[config.mk]
export PLATFORM = sky130hd
export DESIGN_NAME = conv_seq_ctrl
export DESIGN_NICKNAME = d
export VERILOG_FILES = /design/src/rtl/conv_pkg.sv /design/src/rtl/conv_loop_cnt.sv /design/src/rtl/conv_seq_ctrl.sv
export SDC_FILE = /design/constraint.sdc
export NUM_CORES = 1
export LEC_CHECK = 0
export BUFFER_PORTS_ARGS = -buffer_cell sky130_fd_sc_hd__buf_2
export CAP_MARGIN = 0
export CORE_ASPECT_RATIO = 1.4
export CORE_MARGIN = 1.5
export CORE_UTILIZATION = 54
export CTS_CLUSTER_DIAMETER = 200
export CTS_CLUSTER_SIZE = 25
export DETAILED_ROUTE_END_ITERATION = 10
export HOLD_SLACK_MARGIN = 0.06
export PLACE_DENSITY = 0.81
export SYNTH_ARGS = -nofsm -noshare
export SYNTH_HDL_FRONTEND = slang
export SYNTH_HIERARCHICAL = 1
export SYNTH_SLANG_ARGS = --single-unit
[constraint.sdc]
create_clock -name clk -period 2.9 [get_ports clk]
set_input_delay 0.29 -clock clk [delete_from_list [all_inputs] [get_ports clk]]
set_output_delay 0.29 -clock clk [all_outputs]
set_load 0.02 [all_outputs]
[src/rtl/conv_pkg.sv]
// conv_pkg: shared state encoding, default limits and count clamp for the conv sequencer.
package conv_pkg;
    localparam int DEF_MAX_OC_GROUPS = 16;
    localparam int DEF_MAX_TILES     = 64;

    typedef enum logic [3:0] {
        IDLE, LOAD_W, LOAD_B, LOAD_S, LOAD_I, COMPUTE, WAIT, OUTPUT, DONE
    } conv_state_t;

    // Zero is treated as one; anything above the limit saturates.
    function automatic int unsigned clamp_cnt(input int unsigned cnt, input int unsigned max_cnt);
        return (cnt == 0) ? 32'd1 : (cnt > max_cnt) ? max_cnt : cnt;
    endfunction
endpackage

[src/rtl/conv_loop_cnt.sv]
// conv_loop_cnt: nested output-channel-group / spatial-tile counter with latched, clamped limits.
module conv_loop_cnt
    import conv_pkg::*;
#(
    parameter int MAX_OC_GROUPS = DEF_MAX_OC_GROUPS,
    parameter int MAX_TILES     = DEF_MAX_TILES,
    parameter int GW            = $clog2(MAX_OC_GROUPS),
    parameter int TW            = $clog2(MAX_TILES)
)(
    input  logic          clk,
    input  logic          rst,
    input  logic          i_latch,
    input  logic          i_clear,
    input  logic          i_inc,
    input  logic [GW:0]   i_cfg_groups,
    input  logic [TW:0]   i_cfg_tiles,
    output logic [GW-1:0] o_oc_idx,
    output logic [TW-1:0] o_tile_idx,
    output logic          o_last_tile,
    output logic          o_last_group
);
    logic [GW:0]   r_groups;
    logic [TW:0]   r_tiles;
    logic [GW-1:0] r_oc;
    logic [TW-1:0] r_tile;

    assign o_oc_idx     = r_oc;
    assign o_tile_idx   = r_tile;
    assign o_last_tile  = ({1'b0, r_tile} == r_tiles - 1'b1);
    assign o_last_group = ({1'b0, r_oc} == r_groups - 1'b1);

    // On the final tile of the final group the indices hold rather than wrap.
    always_ff @(posedge clk or posedge rst) begin
        if (rst) begin
            r_groups <= '0;
            r_tiles  <= '0;
            r_oc     <= '0;
            r_tile   <= '0;
        end else if (i_latch) begin
            r_groups <= (GW+1)'(clamp_cnt(32'(i_cfg_groups), MAX_OC_GROUPS));
            r_tiles  <= (TW+1)'(clamp_cnt(32'(i_cfg_tiles), MAX_TILES));
            r_oc     <= '0;
            r_tile   <= '0;
        end else if (i_clear) begin
            r_oc     <= '0;
            r_tile   <= '0;
        end else if (i_inc) begin
            if (!o_last_tile) begin
                r_tile <= r_tile + 1'b1;
            end else if (!o_last_group) begin
                r_tile <= '0;
                r_oc   <= r_oc + 1'b1;
            end
        end
    end
endmodule

[src/rtl/conv_seq_ctrl.sv]
// conv_seq_ctrl: layer sequencer looping output-channel groups over spatial tiles
// for the 1x1/3x3 conv engines, with start/done handshake and per-resource load flags.
module conv_seq_ctrl
    import conv_pkg::*;
#(
    parameter int MAX_OC_GROUPS = DEF_MAX_OC_GROUPS,
    parameter int MAX_TILES     = DEF_MAX_TILES,
    parameter int GW            = $clog2(MAX_OC_GROUPS),
    parameter int TW            = $clog2(MAX_TILES)
)(
    input  logic          clk,
    input  logic          rst,
    input  logic          start,
    input  logic          abort,
    input  logic [GW:0]   cfg_oc_groups,
    input  logic [TW:0]   cfg_tiles,
    input  logic          cfg_scale_bypass,
    input  logic          cfg_mode_3x3,
    input  logic          weight_load_done,
    input  logic          bias_load_done,
    input  logic          scale_load_done,
    input  logic          input_ready,
    input  logic          calc_valid,
    input  logic          output_done,
    output logic          load_weight_en,
    output logic          read_weight_en,
    output logic          load_bias_en,
    output logic          read_bias_en,
    output logic          load_scale_en,
    output logic          read_scale_en,
    output logic          inputbuf_read_en,
    output logic          conv_en,
    output logic          kernel_mode,
    output logic          output_en,
    output logic [GW-1:0] oc_idx,
    output logic [TW-1:0] tile_idx,
    output logic          busy,
    output logic          done
);
    conv_state_t r_state, w_next;
    logic        r_bypass;
    logic        r_mode;
    logic        w_latch;
    logic        w_abort;
    logic        w_inc;
    logic        w_last_tile;
    logic        w_last_group;

    assign w_latch = (r_state == IDLE) && start;
    assign w_abort = (r_state != IDLE) && abort;
    assign w_inc   = (r_state == OUTPUT) && output_done && !abort;

    conv_loop_cnt #(
        .MAX_OC_GROUPS (MAX_OC_GROUPS),
        .MAX_TILES     (MAX_TILES),
        .GW            (GW),
        .TW            (TW)
    ) u_cnt (
        .clk          (clk),
        .rst          (rst),
        .i_latch      (w_latch),
        .i_clear      (w_abort),
        .i_inc        (w_inc),
        .i_cfg_groups (cfg_oc_groups),
        .i_cfg_tiles  (cfg_tiles),
        .o_oc_idx     (oc_idx),
        .o_tile_idx   (tile_idx),
        .o_last_tile  (w_last_tile),
        .o_last_group (w_last_group)
    );

    always_ff @(posedge clk or posedge rst) begin
        if (rst) begin
            r_state  <= IDLE;
            r_bypass <= 1'b0;
            r_mode   <= 1'b0;
        end else begin
            r_state <= w_next;
            if (w_latch) begin
                r_bypass <= cfg_scale_bypass;
                r_mode   <= cfg_mode_3x3;
            end
        end
    end

    always_comb begin
        w_next = r_state;
        case (r_state)
            IDLE:    w_next = start ? LOAD_W : IDLE;
            LOAD_W:  w_next = weight_load_done ? LOAD_B : LOAD_W;
            LOAD_B:  w_next = !bias_load_done ? LOAD_B : r_bypass ? LOAD_I : LOAD_S;
            LOAD_S:  w_next = scale_load_done ? LOAD_I : LOAD_S;
            LOAD_I:  w_next = input_ready ? COMPUTE : LOAD_I;
            COMPUTE: w_next = WAIT;
            WAIT:    w_next = calc_valid ? OUTPUT : WAIT;
            OUTPUT:  w_next = !output_done ? OUTPUT : !w_last_tile ? LOAD_I :
                              !w_last_group ? LOAD_W : DONE;
            DONE:    w_next = IDLE;
            default: w_next = IDLE;
        endcase
        // Abort takes priority over any transition the flags would cause.
        if (w_abort) w_next = IDLE;
    end

    assign load_weight_en   = (r_state == LOAD_W);
    assign read_weight_en   = load_weight_en && weight_load_done;
    assign load_bias_en     = (r_state == LOAD_B);
    assign read_bias_en     = load_bias_en && bias_load_done;
    assign load_scale_en    = (r_state == LOAD_S);
    assign read_scale_en    = load_scale_en && scale_load_done;
    assign inputbuf_read_en = (r_state == LOAD_I);
    assign conv_en          = (r_state == COMPUTE);
    assign output_en        = (r_state == OUTPUT);
    assign done             = (r_state == DONE);
    assign busy             = (r_state != IDLE);
    assign kernel_mode      = r_mode;
endmodule

### Word-level counts from Yosys, hierarchy flattened

Cells that the tools add are included.

| storage, ports and cells | value |
|---|---|
| register bits after elaboration | 28 |
| bits of input ports | 24 |
| word-level logic and storage cells | 67 |
| output and inout bits | 22 |

| cells by class | value |
|---|---|
| reduce and logical (&&, ||, !) cells | 16 |
| muxes and demuxes | 26 |
| $add $sub $neg | 4 |
| order comparisons | 2 |
| eq/ne operators | 12 |

Operators with widths:

| cell | number |
|---|---|
| 2-to-1 mux 4 bit | 9 |
| one-hot mux 4 bit (8 select lines) | 1 |
| 2-to-1 mux 6 bit | 5 |
| equality test 4 x 3 -> 1 bit (second input constant) | 4 |
| 2-to-1 mux 7 bit | 2 |
| 2-to-1 mux 5 bit | 2 |
| 2-to-1 mux 3 bit | 3 |
| equality test 4 x 2 -> 1 bit (second input constant) | 2 |
| equality test 6 x 7 -> 1 bit | 1 |
| > comparator 7 bit (second input constant) | 1 |
| logical AND 1 bit | 7 |
| logical NOT 7 bit | 1 |
| subtractor 7 x 1 -> 7 bit (second input constant) | 1 |
| adder 6 x 1 -> 6 bit (second input constant) | 1 |
| nonzero test 3 bit | 2 |
| equality test 4 x 5 -> 1 bit | 1 |
| > comparator 5 bit (second input constant) | 1 |
| logical NOT 5 bit | 1 |
| subtractor 5 x 1 -> 5 bit (second input constant) | 1 |
| adder 4 x 1 -> 4 bit (second input constant) | 1 |
| equality test 4 x 1 -> 1 bit (second input constant) | 1 |
| equality test 4 bit (second input constant) | 1 |
| logical NOT 4 bit | 1 |
| inequality test 4 x 2 -> 1 bit (second input constant) | 1 |
| 7 further kinds | 9 |

### Longest topological paths before layout

| logic depth | value |
|---|---|
| depth after elaboration | 7 |
| depth in mapped cells | 10 |
| mapped depth without buffers | 10 |

### By module

Netlist, hierarchy kept.

By module, submodules not included:

| module | seq. area each (um^2) | area an instance (um^2) | cells each | instances |
|---|---|---|---|---|
| conv_loop_cnt | 550.5 | 1383.8 | 159 | 1 |
| conv_seq_ctrl | 150.1 | 591.8 | 65 | 1 |

### Least setup slack after synthesis

No wires, ideal clock.

| path | value |
|---|---|
| kind | register to register |
| from | reg u_cnt.r_tiles[2] |
| to | reg r_state[0] |
| period minus slack after synthesis | 2.321 ns |
| data required time | 2.812 ns |
| buffers on the path | 0 |
| arrival | 2.232 ns |
| stages on the path, launching flop included | 9 |
| setup slack | 0.579 ns |
| setup time | 0.088 ns |
| path through | dfrtp_1 -> or3_1 -> or2_1 -> o32a_1 -> a211o_1 -> clkinv_1 -> nand2b_1 -> a311o_1 -> a41oi_1 |

| between the ends | value |
|---|---|
| longest elaborated chain between the ends | 6 |

Ends and longest elaborated chain:

| what | RTL line | RTL |
|---|---|---|
| start: declaration | conv_loop_cnt.sv:23 | `logic [TW:0] r_tiles;` |
| start signal: assignment | conv_loop_cnt.sv:41 | `r_tiles <= (TW+1)'(clamp_cnt(32'(i_cfg_tiles), MAX_TILES));` |
| subtractor 7 x 1 -> 7 bit | conv_loop_cnt.sv:29 | `assign o_last_tile = ({1'b0, r_tile} == r_tiles - 1'b1);` |
| equality test 6 x 7 -> 1 bit | conv_loop_cnt.sv:29 |  |
| net w_last_tile | conv_seq_ctrl.sv:46 | `logic w_last_tile;` |
| 2-to-1 mux 4 bit (2 in a row) | conv_seq_ctrl.sv:96 | `OUTPUT: w_next = !output_done ? OUTPUT : !w_last_tile ? LOAD_I :` |
| one-hot mux 4 bit (8 select lines) | conv_seq_ctrl.sv:88 | `case (r_state)` |
| 2-to-1 mux 4 bit | conv_seq_ctrl.sv:102 | `if (w_abort) w_next = IDLE;` |
| net w_next[0] | conv_seq_ctrl.sv:40 | `conv_state_t r_state, w_next;` |
| end signal: assignment | conv_seq_ctrl.sv:78 | `r_state <= w_next;` |
| end: declaration | conv_seq_ctrl.sv:40 |  |

The timed path passes the listed nets, and every way through them passes these cells.
A chain may end at the register's enable or synchronous reset.

### Worst setup path after layout

| path | value |
|---|---|
| from | reg u_cnt.r_tiles[2] |
| to | reg u_cnt.r_oc[3], in the netlist u_cnt/o_oc_idx[3] |

| between the ends | value |
|---|---|
| longest elaborated chain between the ends | 4 |

Ends and longest elaborated chain:

| what | RTL line | RTL |
|---|---|---|
| subtractor 7 x 1 -> 7 bit | conv_loop_cnt.sv:29 |  |
| equality test 6 x 7 -> 1 bit | conv_loop_cnt.sv:29 |  |
| nonzero test 3 bit (no source line) | - |  |
| AND reduction 3 bit (no source line) | - |  |
| end signal: assignment | conv_loop_cnt.sv:52 | `r_oc <= r_oc + 1'b1;` |
| end: declaration | conv_loop_cnt.sv:24 | `logic [GW-1:0] r_oc;` |

Every way passes these cells.

==> results.sh <==
export IMPL_nNetsFinal=296
export IMPL_synthXorXnorAreaFrac=0.0488
export IMPL_first_global_vias=1641
export IMPL_synthAdderAreaFrac=0.0253
export IMPL_r2r_slack_ns=0.32
export IMPL_cp_slowest_stage_delay_ns=0.56
export IMPL_r2r_end="u_cnt/o_oc_idx[3]"
export IMPL_numCtsBuffers=3
export IMPL_grt_usage=0.235
export IMPL_synth_area_leader_cell="dfrtp_1"
export IMPL_crit_chain="or3_1 > or2_1 > o32a_1 > a211o_1 > or4_1 > a21oi_1"
export IMPL_finClkSkew_ns=0.00437
export IMPL_syn_instance_count=224
export IMPL_synth_top_family_by_area="simple AND/OR/NAND/NOR gates"
export IMPL_synth_simple_area_share=0.293
export IMPL_cp_start_kind="flip-flop"
export IMPL_die_w_um=54.1
export IMPL_post_route_util=0.659
export IMPL_fin_tns_setup_ns=0
export IMPL_ys_top_cells_by_area="dfrtp_1 35%, inv_1 3.4%, nand3_1 3.3%, nand2_1 3.0%, nand2b_1 2.8%"
export IMPL_outcome="complete, no violations"
export IMPL_cts_tree="yes"
export IMPL_clock_sinks=28
export IMPL_die_h_um=74.6
export IMPL_firstDrtPassIters=4
export IMPL_synth_compound_area_frac=0.167
export IMPL_synth_edf_count=0
export IMPL_cts_htree_levels=1
export IMPL_cp_end_kind="flip-flop"
export IMPL_clk_latency_ns=0.27
export IMPL_antenna_found_initial=0
export IMPL_drtIter0Drc=61
export IMPL_wire_per_inst_um=14.5
export IMPL_p_int_mw=1.03
export IMPL_yosysWarnings=6
export IMPL_drc=0
export IMPL_dpl_hpwl_mm=3.33
export IMPL_cp_max_fo=14
export IMPL_p_clk_frac=0.136
export IMPL_start_util=0.574
export IMPL_antenna_left=0
export IMPL_p_total_mw=1.77
export IMPL_grt_max_degree=23
export IMPL_final_layout_size_suffix_gt1_frac=0.255
export IMPL_rr_startpoint="u_cnt/r_tiles[2]"
export IMPL_cts_clk_slew_worst_paths_ns=0.09
export IMPL_switchingPower_mw=0.748
export IMPL_die_area_sq_mm=0.00404
export IMPL_routed_wl_mm=4.44
export IMPL_fp_row_count=25
export IMPL_peakVddDrop_v=0.000461
export IMPL_syn_cell_area_sq_mm=0.00198
export IMPL_crit_slowest_cell="or4_1"
export IMPL_pin_count=46
export IMPL_clock_root_buffer="clkbuf_8"
export IMPL_max_freq_mhz=387
export IMPL_diodes=0
export IMPL_rsz0062_at_grt="no"
export IMPL_ys_seq_area_frac=0.355
export IMPL_tightest_slew_ns=0.840
export IMPL_grt_first_pass_wirelength_mm=7.08
export IMPL_crit_arrival_ns=2.78
export IMPL_synthMuxAreaShare=0.0279
export IMPL_ys_async_sr_fraction=1.00
export IMPL_cp_data_required_time_ns=3.10
export IMPL_maxSlewViolCount=0
export IMPL_period_share=0.891
export IMPL_overflow=0
export IMPL_ys_ff_latch=28
export IMPL_viasPerCell=5.92
export IMPL_power_frac_seq=0.363
export IMPL_max_slew_margin=0.440
export IMPL_synthTopCellsByCount="28 x dfrtp_1, 18 x inv_1, 16 x nand2_1, 13 x nand3_1, 11 x o21ai_0"
export IMPL_hp_class="input pin to flip-flop"
export IMPL_worst_path_dominant_cell_family="simple AND/OR/NAND/NOR gates"
export IMPL_finalCriticalPeriod_ns=2.58
export IMPL_p_leak_nw=1.04
export IMPL_whs_path_depth=3
export IMPL_final_hold_viol_count=0
export IMPL_coreArea_sq_mm=0.00344
export IMPL_synth_distinct_cells=58
export IMPL_vias=1818
export IMPL_p_comb_frac=0.502
export IMPL_portBuffers=45
export IMPL_area_delta_synth_final_pct=14.8
export IMPL_sw_frac_of_total=0.422
export IMPL_synth_most_common_cell="dfrtp_1"
export IMPL_synthesis_nets=252
export IMPL_hold_end="u_cnt/r_groups[1]"
export IMPL_gp_congestion=0.849
export IMPL_cts_buffer_depth=2
export IMPL_crit_type="flip-flop to flip-flop"
export IMPL_ff2ff_path_depth=6
export IMPL_synth_ff_type="dfrtp_1"
export IMPL_path_buf_inv=0
export IMPL_cap_violations=0
export IMPL_setup_violations=0
export IMPL_syn_avg_cell_area_sq_um=8.82
export IMPL_power_density_mw_per_mm2=782
export IMPL_synth_top_cell_area_share=0.355
export IMPL_min_from="cfg_oc_groups[1]"
[cell families (layout without fill, tap and decap cells)]
| kind of cell | Yosys count | in the layout |
|---|---|---|
| and+or+nand+nor | 94 | 94 |
| AOI/OAI and AO/OA | 50 | 50 |
| buffers and inverters | 32 | 75 |
| DFF | 28 | 28 |
| xor gates and xnor gates | 11 | 11 |
| muxes | 5 | 5 |
| adders and majority gates | 4 | 4 |
[registers in the layout, summed over array words and instances, names as in the netlist]
| name | count |
|---|---|
| kernel_mode | 1 |
| r_bypass | 1 |
| r_state | 4 |
| u_cnt/o_oc_idx | 4 |
| u_cnt/o_tile_idx | 6 |
| u_cnt/r_groups | 5 |
| u_cnt/r_tiles | 7 |
[worst register-to-register path, cell delays in order, from the launching register on]
cell	delay, ns
dfrtp_1	0.46
or3_1	0.44
or2_1	0.26
o32a_1	0.16
a211o_1	0.47
or4_1	0.57
a21oi_1	0.16
[worst max path at each step]
stage | end | slack, ns | from | depth (start not counted)
floorplan | r_state[0] | 0.58 | u_cnt/r_tiles[2] | 8
global placement | u_cnt/o_oc_idx[3] | 0.46 | u_cnt/r_tiles[2] | 6
detailed placement | u_cnt/o_oc_idx[3] | 0.35 | u_cnt/r_tiles[2] | 6
CTS | u_cnt/o_oc_idx[3] | 0.34 | u_cnt/r_tiles[2] | 6
global route | u_cnt/o_tile_idx[4] | 0.16 | u_cnt/r_tiles[0] | 10
finish | u_cnt/o_oc_idx[3] | 0.32 | u_cnt/r_tiles[2] | 6
[power by group through the flow]
stage               registers [mW]  logic (mW)  clock network (mW)
finish                       0.644       0.890               0.241
global route                 0.659       0.982               0.260
CTS                          0.640       0.892               0.246
detailed placement           0.648       0.886                   0
global placement             0.640       0.861                   0
floorplan                    0.610       0.739                   0
[stage by stage]
step	setup WS, ns	instance area [sq um]	hold slack [ns]	std cells
2_1_floorplan	0.579	1980	0.0810	224
3_3_place_gp	0.462	2200	0.228	302
3_5_place_dp	0.351	2200	0.230	302
4_1_cts	0.343	2270	0.234	307
5_1_grt	0.159	2270	0.236	307
6_report	0.316	2270	0.236	307
[per-layer routing]
| layer | wire length [um] | GRT usage | vias to the layer above |
|---|---|---|---|
| li1 | - | - | 897 |
| met1 | 1820 | 0.269 | 854 |
| met2 | 2380 | 0.440 | 61 |
| met3 | 185 | 0.0201 | 6 |
| met4 | 61 | 0.0778 | 0 |
| met5 | 0 | 0 | - |
[layout make-up]
| type | instances | area (sq um) |
|---|---|---|
| Timing Repair Buffer | 52 | 280 |
| Inverter | 19 | 71.3 |
| Multi-Input combinational cell | 164 | 1110 |
| Fill cell | 325 | 1170 |
| Clock buffer | 4 | 55.1 |
| Sequential cell | 28 | 701 |
| Tap cell | 40 | 50.0 |
[placed cells by master (no fill, tap or decap), types with 2 or more instances in the layout]
master    count
nand2b_1      9
nor2b_1       5
or3_1         5
mux2_2        4
o31ai_1       4
o211ai_1      2
inv_1        18
nand3b_1      4
and2b_1       2
nand3_1      13
dfrtp_1      28
buf_4         6
a21oi_1       8
buf_2        45
xor2_1        6
ha_1          4
and4bb_2      2
nor2_1        7
xnor2_1       5
and3_1        3
clkbuf_8      4
nand2_1      16
o21ai_0      11
or2_2         2
a31oi_1       6
or4_1         2
nor4_1        2
o22ai_1       7
nand4_1       3
nor3_1        8
[what timing repair did]
item / CTS / global route
setup buffers: 0 / 0
resized for setup: 0 / 0
endpoints found under the hold margin: 6 / 0
hold buffers: 1 / 0
Power figures use the tool's default switching activity.
